[config.mk]
export PLATFORM = sky130hd
export DESIGN_NAME = pipe_hazard_ctrl
export DESIGN_NICKNAME = d
export VERILOG_FILES = /design/src/rtl/pipe_ctrl_pkg.sv /design/src/rtl/sat_counter.sv /design/src/rtl/pipe_hazard_ctrl.sv
export SDC_FILE = /design/constraint.sdc
export NUM_CORES = 1
export LEC_CHECK = 0
export BUFFER_PORTS_ARGS = -buffer_cell sky130_fd_sc_hd__buf_4
export CAP_MARGIN = 40
export CORE_MARGIN = 10
export CORE_UTILIZATION = 40
export DETAILED_ROUTE_END_ITERATION = 7
export GPL_TIMING_DRIVEN = 0
export MAX_ROUTING_LAYER = met4
export PLACE_DENSITY = 0.68
export SYNTH_ARGS = -nofsm -noshare
export SYNTH_HDL_FRONTEND = slang
export SYNTH_HIERARCHICAL = 1
export SYNTH_SLANG_ARGS = --single-unit
[constraint.sdc]
create_clock -name clk -period 2 [get_ports clk]
set_input_delay 0.3 -clock clk [delete_from_list [all_inputs] [get_ports clk]]
set_output_delay 0.3 -clock clk [all_outputs]
set_load 0.02 [all_outputs]
[src/rtl/pipe_ctrl_pkg.sv]
// Shared definitions for the pipeline hazard controller: FSM state encodings,
// the default miss watchdog limit and the stage-control bundle with its
// canonical patterns.
package pipe_ctrl_pkg;

  localparam int unsigned MISS_TIMEOUT_DEF = 255;

  typedef enum logic [1:0] {
    ST_RUN   = 2'd0,
    ST_IMISS = 2'd1,
    ST_DMISS = 2'd2
  } state_e;

  // Stage-register controls for one cycle.
  typedef struct packed {
    logic pc_we;
    logic if_id_we;
    logic ex_mem_we;
    logic mem_wb_we;
    logic if_id_flush;
    logic id_ex_bubble;
  } ctl_t;

  // Everything advances.
  localparam ctl_t CTL_GO       = '{pc_we: 1'b1, if_id_we: 1'b1, ex_mem_we: 1'b1,
                                    mem_wb_we: 1'b1, if_id_flush: 1'b0, id_ex_bubble: 1'b0};
  // Whole pipeline frozen behind a data-cache miss.
  localparam ctl_t CTL_FREEZE   = '{pc_we: 1'b0, if_id_we: 1'b0, ex_mem_we: 1'b0,
                                    mem_wb_we: 1'b0, if_id_flush: 1'b0, id_ex_bubble: 1'b0};
  // Taken branch: redirect PC, kill the two younger instructions.
  localparam ctl_t CTL_REDIRECT = '{pc_we: 1'b1, if_id_we: 1'b1, ex_mem_we: 1'b1,
                                    mem_wb_we: 1'b1, if_id_flush: 1'b1, id_ex_bubble: 1'b1};
  // Load-use: hold PC and IF/ID, push a bubble into EX.
  localparam ctl_t CTL_LU       = '{pc_we: 1'b0, if_id_we: 1'b0, ex_mem_we: 1'b1,
                                    mem_wb_we: 1'b1, if_id_flush: 1'b0, id_ex_bubble: 1'b1};
  // Instruction fetch outstanding: hold PC, feed a NOP into ID.
  localparam ctl_t CTL_FETCH    = '{pc_we: 1'b0, if_id_we: 1'b1, ex_mem_we: 1'b1,
                                    mem_wb_we: 1'b1, if_id_flush: 1'b1, id_ex_bubble: 1'b0};
  // Reset / illegal state: nothing written, NOPs loaded into IF/ID and ID/EX.
  localparam ctl_t CTL_RESET    = '{pc_we: 1'b0, if_id_we: 1'b0, ex_mem_we: 1'b0,
                                    mem_wb_we: 1'b0, if_id_flush: 1'b1, id_ex_bubble: 1'b1};

endpackage

[src/rtl/sat_counter.sv]
// Saturating up-counter with synchronous clear (clear wins over enable).
module sat_counter #(
  parameter int unsigned WIDTH = 8
) (
  input  logic             clk,
  input  logic             rst_n,
  input  logic             clr_i,
  input  logic             en_i,
  output logic [WIDTH-1:0] cnt_o
);

  logic [WIDTH-1:0] cnt_q;

  // Count up while enabled, stick at all-ones.
  // NOTE: sequential state uses non-blocking assignments so every register
  // samples pre-edge values regardless of block ordering.
  always_ff @(posedge clk or negedge rst_n) begin
    if (!rst_n) begin
      cnt_q <= '0;
    end else if (clr_i) begin
      cnt_q <= '0;
    end else if (en_i && (cnt_q != '1)) begin
      cnt_q <= cnt_q + 1'b1;
    end
  end

  assign cnt_o = cnt_q;

endmodule

[src/rtl/pipe_hazard_ctrl.sv]
// Pipeline hazard controller: arbitrates data-cache miss, taken branch,
// load-use and instruction-cache miss (in that priority) into stage-register
// write enables, flush and bubble controls, with a sticky miss watchdog.
// Optional build macro PIPE_HAZARD_CTRL_PERF_EN adds four 16-bit saturating
// performance counters and their ports.
module pipe_hazard_ctrl
  import pipe_ctrl_pkg::*;
#(
  parameter int unsigned REG_AW       = 3,
  parameter int unsigned MISS_TIMEOUT = MISS_TIMEOUT_DEF
) (
  input  logic              clk,
  input  logic              rst_n,
  input  logic              icache_hit,
  input  logic              dcache_hit,
  input  logic              mem_access,
  input  logic              ex_mem_read,
  input  logic [REG_AW-1:0] ex_rd,
  input  logic [REG_AW-1:0] id_rs1,
  input  logic [REG_AW-1:0] id_rs2,
  input  logic              branch_taken,
  output logic              pc_we,
  output logic              if_id_we,
  output logic              ex_mem_we,
  output logic              mem_wb_we,
  output logic              if_id_flush,
  output logic              id_ex_bubble,
  output logic [1:0]        state,
  output logic              miss_fault
`ifdef PIPE_HAZARD_CTRL_PERF_EN
  ,
  output logic [15:0]       perf_imiss_cyc,
  output logic [15:0]       perf_dmiss_cyc,
  output logic [15:0]       perf_lu_stall,
  output logic [15:0]       perf_flush
`endif
);

  localparam int unsigned WD_W = $clog2(MISS_TIMEOUT + 1);

  state_e          state_q, state_d;
  ctl_t            ctl;
  logic            load_use;
  logic            dmiss_new;
  logic            in_miss_d;
  logic [WD_W-1:0] wd_cnt;
  logic            miss_fault_q;

  assign load_use  = ex_mem_read && ((ex_rd == id_rs1) || (ex_rd == id_rs2));
  assign dmiss_new = mem_access && !dcache_hit;

  // State register; reset abandons any outstanding miss.
  always_ff @(posedge clk or negedge rst_n) begin
    if (!rst_n) begin
      state_q <= ST_RUN;
    end else begin
      state_q <= state_d;
    end
  end

  // Priority arbitration of hazards into next state and stage controls.
  // NOTE: every output of this block gets a default first, so no path can
  // leave a value unassigned and infer a latch.
  always_comb begin
    state_d = state_q;
    ctl     = CTL_GO;
    case (state_q)
      ST_RUN, ST_IMISS: begin
        if (dmiss_new) begin
          ctl     = CTL_FREEZE;
          state_d = ST_DMISS;
        end else if (branch_taken) begin
          // Redirect also abandons any wrong-path fetch still outstanding.
          ctl     = CTL_REDIRECT;
          state_d = ST_RUN;
        end else if (load_use) begin
          // One-cycle stall; an outstanding fetch stays outstanding.
          ctl     = CTL_LU;
        end else if (!icache_hit) begin
          ctl     = CTL_FETCH;
          state_d = ST_IMISS;
        end else begin
          state_d = ST_RUN;
        end
      end
      ST_DMISS: begin
        // Hit cycle releases everything; younger hazards are seen next cycle.
        if (dcache_hit) begin
          state_d = ST_RUN;
        end else begin
          ctl     = CTL_FREEZE;
        end
      end
      default: begin
        ctl     = CTL_RESET;
        state_d = ST_RUN;
      end
    endcase
    if (!rst_n) begin
      ctl = CTL_RESET;
    end
  end

  assign in_miss_d = (state_d != ST_RUN);

  // Consecutive miss cycles, counted as the FSM stays in (or enters) a miss.
  sat_counter #(.WIDTH(WD_W)) u_wd_cnt (
    .clk   (clk),
    .rst_n (rst_n),
    .clr_i (!in_miss_d),
    .en_i  (in_miss_d),
    .cnt_o (wd_cnt)
  );

  // Sticky fault: raised as the counter steps onto MISS_TIMEOUT.
  always_ff @(posedge clk or negedge rst_n) begin
    if (!rst_n) begin
      miss_fault_q <= 1'b0;
    end else if (in_miss_d && (wd_cnt == WD_W'(MISS_TIMEOUT - 1))) begin
      miss_fault_q <= 1'b1;
    end
  end

  assign pc_we        = ctl.pc_we;
  assign if_id_we     = ctl.if_id_we;
  assign ex_mem_we    = ctl.ex_mem_we;
  assign mem_wb_we    = ctl.mem_wb_we;
  assign if_id_flush  = ctl.if_id_flush;
  assign id_ex_bubble = ctl.id_ex_bubble;
  assign state        = state_q;
  assign miss_fault   = miss_fault_q;

`ifdef PIPE_HAZARD_CTRL_PERF_EN
  logic lu_stall;
  assign lu_stall = rst_n && (ctl == CTL_LU);

  sat_counter #(.WIDTH(16)) u_perf_imiss (
    .clk(clk), .rst_n(rst_n), .clr_i(1'b0),
    .en_i(state_q == ST_IMISS), .cnt_o(perf_imiss_cyc)
  );
  sat_counter #(.WIDTH(16)) u_perf_dmiss (
    .clk(clk), .rst_n(rst_n), .clr_i(1'b0),
    .en_i(state_q == ST_DMISS), .cnt_o(perf_dmiss_cyc)
  );
  sat_counter #(.WIDTH(16)) u_perf_lu (
    .clk(clk), .rst_n(rst_n), .clr_i(1'b0),
    .en_i(lu_stall), .cnt_o(perf_lu_stall)
  );
  sat_counter #(.WIDTH(16)) u_perf_flush (
    .clk(clk), .rst_n(rst_n), .clr_i(1'b0),
    .en_i(ctl.if_id_flush), .cnt_o(perf_flush)
  );
`endif

endmodule

==> results of run 1 <==
==> registers in the layout, summed over array words and instances (netlist names) <==
| signal | count |
|---|---|
| u_wd_cnt/cnt_o | 8 |
| state | 2 |
| miss_fault | 1 |
==> worst paths after layout <==
kind                       depth (start not counted)                 to        from  slack (ns)
setup / recovery                                   6          mem_wb_we       rst_n        0.13
min in group asynchronous                          2  u_wd_cnt/cnt_o[7]       rst_n        0.40
setup reg to reg                                   7  u_wd_cnt/cnt_o[3]    state[0]        0.14
hold reg to reg                                    1         miss_fault  miss_fault        0.50
max in group asynchronous                          2           state[1]       rst_n        1.42
hold / removal                                     2           state[1]  dcache_hit        0.20
==> layout by cell type, fill, tap and decap left out, types with 2 or more instances in the layout <==
cell      netlist  layout
a21oi_1        10       9
and3_1          2       2
and4_1          2       2
buf_4           1      25
clkbuf_4        0       3
dfrtp_1        11      10
inv_1           4       4
mux2_2          2       2
nand2_1         5       5
nand2b_1        6       6
nand3_2         2       3
nand4_1         6       6
nor2_1          4       4
nor2b_1         4       4
nor3_1          4       4
o21ai_0         3       2
xnor2_1         6       6
==> cell usage after synthesis, types with 3 or more instances <==
library cell / count / area, um2
nand2b_1: 6 / 37.5
inv_1: 4 / 15.0
a21oi_1: 10 / 50.1
o21ai_0: 3 / 15.0
xnor2_1: 6 / 52.6
dfrtp_1: 11 / 275
nand2_1: 5 / 18.8
nor2b_1: 4 / 25.0
nor3_1: 4 / 20.0
nor2_1: 4 / 15.0
nand4_1: 6 / 37.5
==> per-stage QoR <==
step,std cells,utilization [%]
after floorplan,95,-
after global placement,146,52.7
after detailed placement,146,52.7
after CTS,151,55.0
after global routing,150,55.2
final,150,55.2
==> power by group <==
part           switching, mW  leakage [nW]  internal, mW
logic                 0.0911         0.309        0.0811
registers             0.0129         0.150         0.230
clock network         0.0772        0.0150        0.0772
total                  0.181         0.474         0.388
==> per-layer routing <==
layer | up-vias | share of wire (%) | GRT usage, %
li1 | 413 | - | -
met1 | 397 | 43 | 11.7
met2 | 28 | 51 | 18.3
met3 | 0 | 6.3 | 2.20
met4 | 0 | 0 | 4.01
met5 | - | 0 | -
==> what timing repair did <==
| item | CTS | global route |
|---|---|---|
| setup endpoints to repair | 4 | 7 |
| cloned | 0 | 0 |
| hold buffers | 1 | 0 |
| pin swaps | 1 | 0 |
| hold endpoints to repair | 11 | 0 |
| resized for setup | 3 | 5 |
==> cells by family after synthesis <==
family / after synthesis / share of synthesized area (%)
simple gates: 44 / 32.7
compound gates: 23 / 18.0
flops: 11 / 33.6
buf+inv: 7 / 3.82
xor+xnor: 6 / 6.41
mux: 3 / 3.97
fa+ha+maj: 1 / 1.53
==> layout make-up <==
cell class	instances	area [um2]	area share (%)
multi-input cells	77	528	48.8
flip-flops and latches	11	277	25.5
repair buffers	25	190	17.6
well taps	27	33.8	3.12
clock buffers	4	26.3	2.43
inverters	4	15.0	1.39
plain buffers	2	12.5	1.16
==> impl_metrics.toml, run 1 <==
[status]
status = "completed"

[floorplanning]
start_util_pct = 41.8
fp.dieW_um = 65.3
core_um2 = 1960
die_h_um = 65.3
rows = 16
io_pins = 25
die_area_um2 = 4260

[final_layout]
final_layout_size_suffix_gt1_share_pct = 33.3
final_nets = 141
antenna_cells = 0
postLayoutCellArea_um2 = 1080
area_delta_synth_final_pct = 32.1
fill_cells = 208

[clock_network]
clkTransAtPathRegs_ns = 0.07
numCtsBuffers = 3
clockBufferDepth = 2
post-cts-setup-buffers = 0
clkSinkCount = 11
cts_max_level = 1
cts_root_buffer = "clkbuf_4"
cts_tree = "yes"
clk_latency_ns = 0.27

[detailed_routing]
drc = 0
via_count = 838
drtIter0Drc = 34
first_pass_iters = 4
routedWlPerCell_um = 14.5
ant_nets = 0
vias_per_cell = 5.59
wl_mm = 2.17

[power]
cellPowerDensity_nw_per_um2 = 526
power_mw = 0.570
p_leak_nw = 0.474
max-vdd-ir-drop_uv = 396

[placed_design]
place_area_um2 = 1030
place_congestion = 0.825
place_hpwl_mm = 1.74
pre_cts_slack_ns = -0.116
io_buffers = 24

[timing]
period_needed_ns = 1.87
whs_ns = 0.203
hold_viol_final = 0
slew_headroom_pct = 78.7
worst_slack_ns = 0.128
worst_pin_slew_ns = 0.318
max_freq_mhz = 534
finalMaxSlewViolations = 0
fin_skew_ns = 0.00168
fin_crit_sh_pct = 93.6
rsz0062_at_grt = "false"
final.setup.tns_ns = 0
setup_viol = 0

[worst_setup_path]
cp.required_ns = 1.70
cpMostUsedCell = "buf_4"
arrival_ns = 1.57
crit_path_end_kind = "primary output"
path_class = "primary input to primary output"
path_delay_family = "buffers and inverters"
slowest_stage = "dlygate4sd3_1"
path_cells = "dlygate4sd3_1, buf_4, o21ai_1, inv_1, buf_4, buf_4"
critPathBufInv = 5
cp_max_fo = 13
slowest_delay_ns = 0.54
start_kind = "primary input"

[grt]
antenna_found_initial = 0
grt_pass1_wl_mm = 3.57
grt_use_total_pct = 10.6
globalRouteOverflowTotal = 0
first_global_vias = 795
grt_max_degree = 14

[logic_synthesis]
ys_warn_count = 6
synth_edf_count = 0
yosys_register_bits = 11
syn_area_per_cell_um2 = 8.63
syn_area_um2 = 820
synth_cells = 95
synth_async_sr_flop_share_pct = 100
synthDistinctLibCells = 37
seq_area_frac_synth_pct = 33.6
ys.flop_type = "dfrtp_1"
synth_nets = 112

[hold_path]
min_path_type = "primary input to flop"

[flow_run]
max-cap-violations = 0
(Power assumes the default switching activity.)
==> inputs of run 2 (changes only) <==
CELL_PAD_IN_SITES_DETAIL_PLACEMENT = 0   (was unset)
CELL_PAD_IN_SITES_GLOBAL_PLACEMENT = 1   (was unset)
CORE_UTILIZATION = 36   (was 40)
PLACE_DENSITY = 0.8   (was 0.68)
==> run 2 against run 1 <==
  * Via count fell by 2.1%
  * Cell count grew 0.67%
  * Sequential cell count unchanged
  * Hold slack improved by 0.0089 ns
  * Die area up 7.6%
  * Sequential power is essentially flat
  * Critical path depth did not move
  * Critical endpoint is now u_wd_cnt/cnt_o[7]
  * Largest power group unchanged
==> impl_metrics.toml, run 2 (synthesized netlist as in run 1, its figures left out) <==
[floorplanning]
core_um2 = 2190
io_pins = 25
rows = 17
die_h_um = 67.7
die_area_um2 = 4580
fp.dieW_um = 67.7
start_util_pct = 37.4

[final_layout]
final_nets = 141
largest_register_ffs = 8
antenna_cells = 0
layoutNonFillerInstCount = 151
fill_cells = 222
multi_input_area_um2 = 534
final_common_cell = "buf_4"
finish.utilization_pct = 49.7
area_delta_synth_final_pct = 33.0
final_layout_size_suffix_gt1_share_pct = 33.3
regArea_um2 = 277
layout_common_cells = "buf_4 (25), dfrtp_1 (10), a21oi_1 (9)"

[worst_setup_path]
slowest_delay_ns = 0.45
cp_max_fo = 9
start_kind = "flop"
critPathBufInv = 0
arrival_ns = 2.07
path_cells = "a211oi_2, and3_4, a21o_4, nand3_1, or3_1, a211oi_1"
path_class = "flop to flop"
crit_path_end_kind = "flop"
slowest_stage = "dfrtp_2"
cp.required_ns = 2.18
path_delay_family = "simple AND/OR/NAND/NOR gates"

[timing]
slew_headroom_pct = 76.4
rsz0062_at_grt = "false"
fin_crit_sh_pct = 94.7
setup_viol = 0
period_needed_ns = 1.89
finalMaxSlewViolations = 0
hold_viol_final = 0
worst_pin_slew_ns = 0.353
fin_skew_ns = 0.00453
max_freq_mhz = 528
final.setup.tns_ns = 0

[detailed_routing]
first_pass_iters = 4
drtIter0Drc = 38
drc = 0
vias_per_cell = 5.43
drt-met1-wl_um = 843
routed.top_layer = "met4"
routedWlPerCell_um = 14.0
via_count = 820
wl_mm = 2.12
ant_nets = 0
met3_length_um = 102
wl_met2_mm = 1.17

[placed_design]
dp_cells = 147
io_buffers = 24
place_congestion = 0.827
place_hpwl_mm = 1.65

[power]
p_switching_mw = 0.174
p_int_mw = 0.392
p_comb_share_pct = 31.0
pwr-share-clk_pct = 26.2
p_seq_share_pct = 42.9
switching_share_pct = 30.7
power_mw = 0.565
p_leak_nw = 0.473
max-vdd-ir-drop_uv = 467
cellPowerDensity_nw_per_um2 = 519

[clock_network]
cts_tree = "yes"
clkTransAtPathRegs_ns = 0.06
clk_latency_ns = 0.27
numCtsBuffers = 3
post-cts-setup-buffers = 0
cts_max_level = 1
clockBufferDepth = 2
clkSinkCount = 11
cts_root_buffer = "clkbuf_4"

[hold_path]
min_path_type = "primary input to flop"

[grt]
grt_pass1_wl_mm = 3.42
antenna_found_initial = 0
globalRouteOverflowTotal = 0
first_global_vias = 753
grt_max_degree = 14
grt_use_total_pct = 9.83

[flow_run]
max-cap-violations = 0

[status]
status = "completed"
run 2: power groups by stage:
stage	clock, mW	combinational (mW)	sequential, mW
3_3_place_gp	0	0.166	0.245
4_1_cts	0.154	0.170	0.242
2_1_floorplan	0	0.0948	0.247
6_report	0.148	0.175	0.242
3_5_place_dp	0	0.169	0.246
5_1_grt	0.170	0.194	0.244
run 2: metal layers:
metal  track usage, %  vias up
li1                 -      413
met1             10.1      393
met2             18.0       12
met3             3.80        2
met4            0.769        0
met5                -        -
run 2: final cells by class:
type / count / share of cell area, %
Multi-Input combinational cell: 77 / 49.0
Sequential cell: 11 / 25.4
Timing Repair Buffer: 25 / 17.5
Tap cell: 28 / 3.21
Clock buffer: 4 / 2.41
Inverter: 4 / 1.38
Buffer: 2 / 1.15
run 2: worst reg2reg max path, delay by kind of cell (launching register included):
kind,cells,cell delay [ns]
and+or+nand+nor,3,0.70
AOI/OAI and AO/OA,3,0.65
DFF,1,0.45
run 2: worst paths after layout:
path	from	to	slack, ns	depth (start not counted)
worst max-delay path	state[1]	u_wd_cnt/cnt_o[7]	0.11	6
worst min-delay path	dcache_hit	state[1]	0.21	2
worst max register to register	state[1]	u_wd_cnt/cnt_o[7]	0.11	6
worst min register to register	miss_fault	miss_fault	0.49	1
max in group asynchronous	rst_n	state[1]	1.42	2
min in group asynchronous	rst_n	u_wd_cnt/cnt_o[3]	0.41	2
run 2: repair_timing:
action                                  4_1_cts  5_1_grt
endpoints found under the hold margin        11        0
hold buffers                                  1        0
resized for setup                             2        6
endpoints found under the setup margin        4        5
run 2: per-stage QoR:
| stage | instance area, um2 | hold slack [ns] | setup slack, ns |
|---|---|---|---|
| detailed placement | 1030 | 0.153 | -0.0878 |
| CTS | 1070 | 0.227 | 0.0473 |
| global placement | 1030 | 0.148 | -0.0555 |
| global route | 1090 | 0.203 | 0.00269 |
| floorplan | 820 | 0.00441 | 0.0676 |
| finish | 1090 | 0.212 | 0.105 |
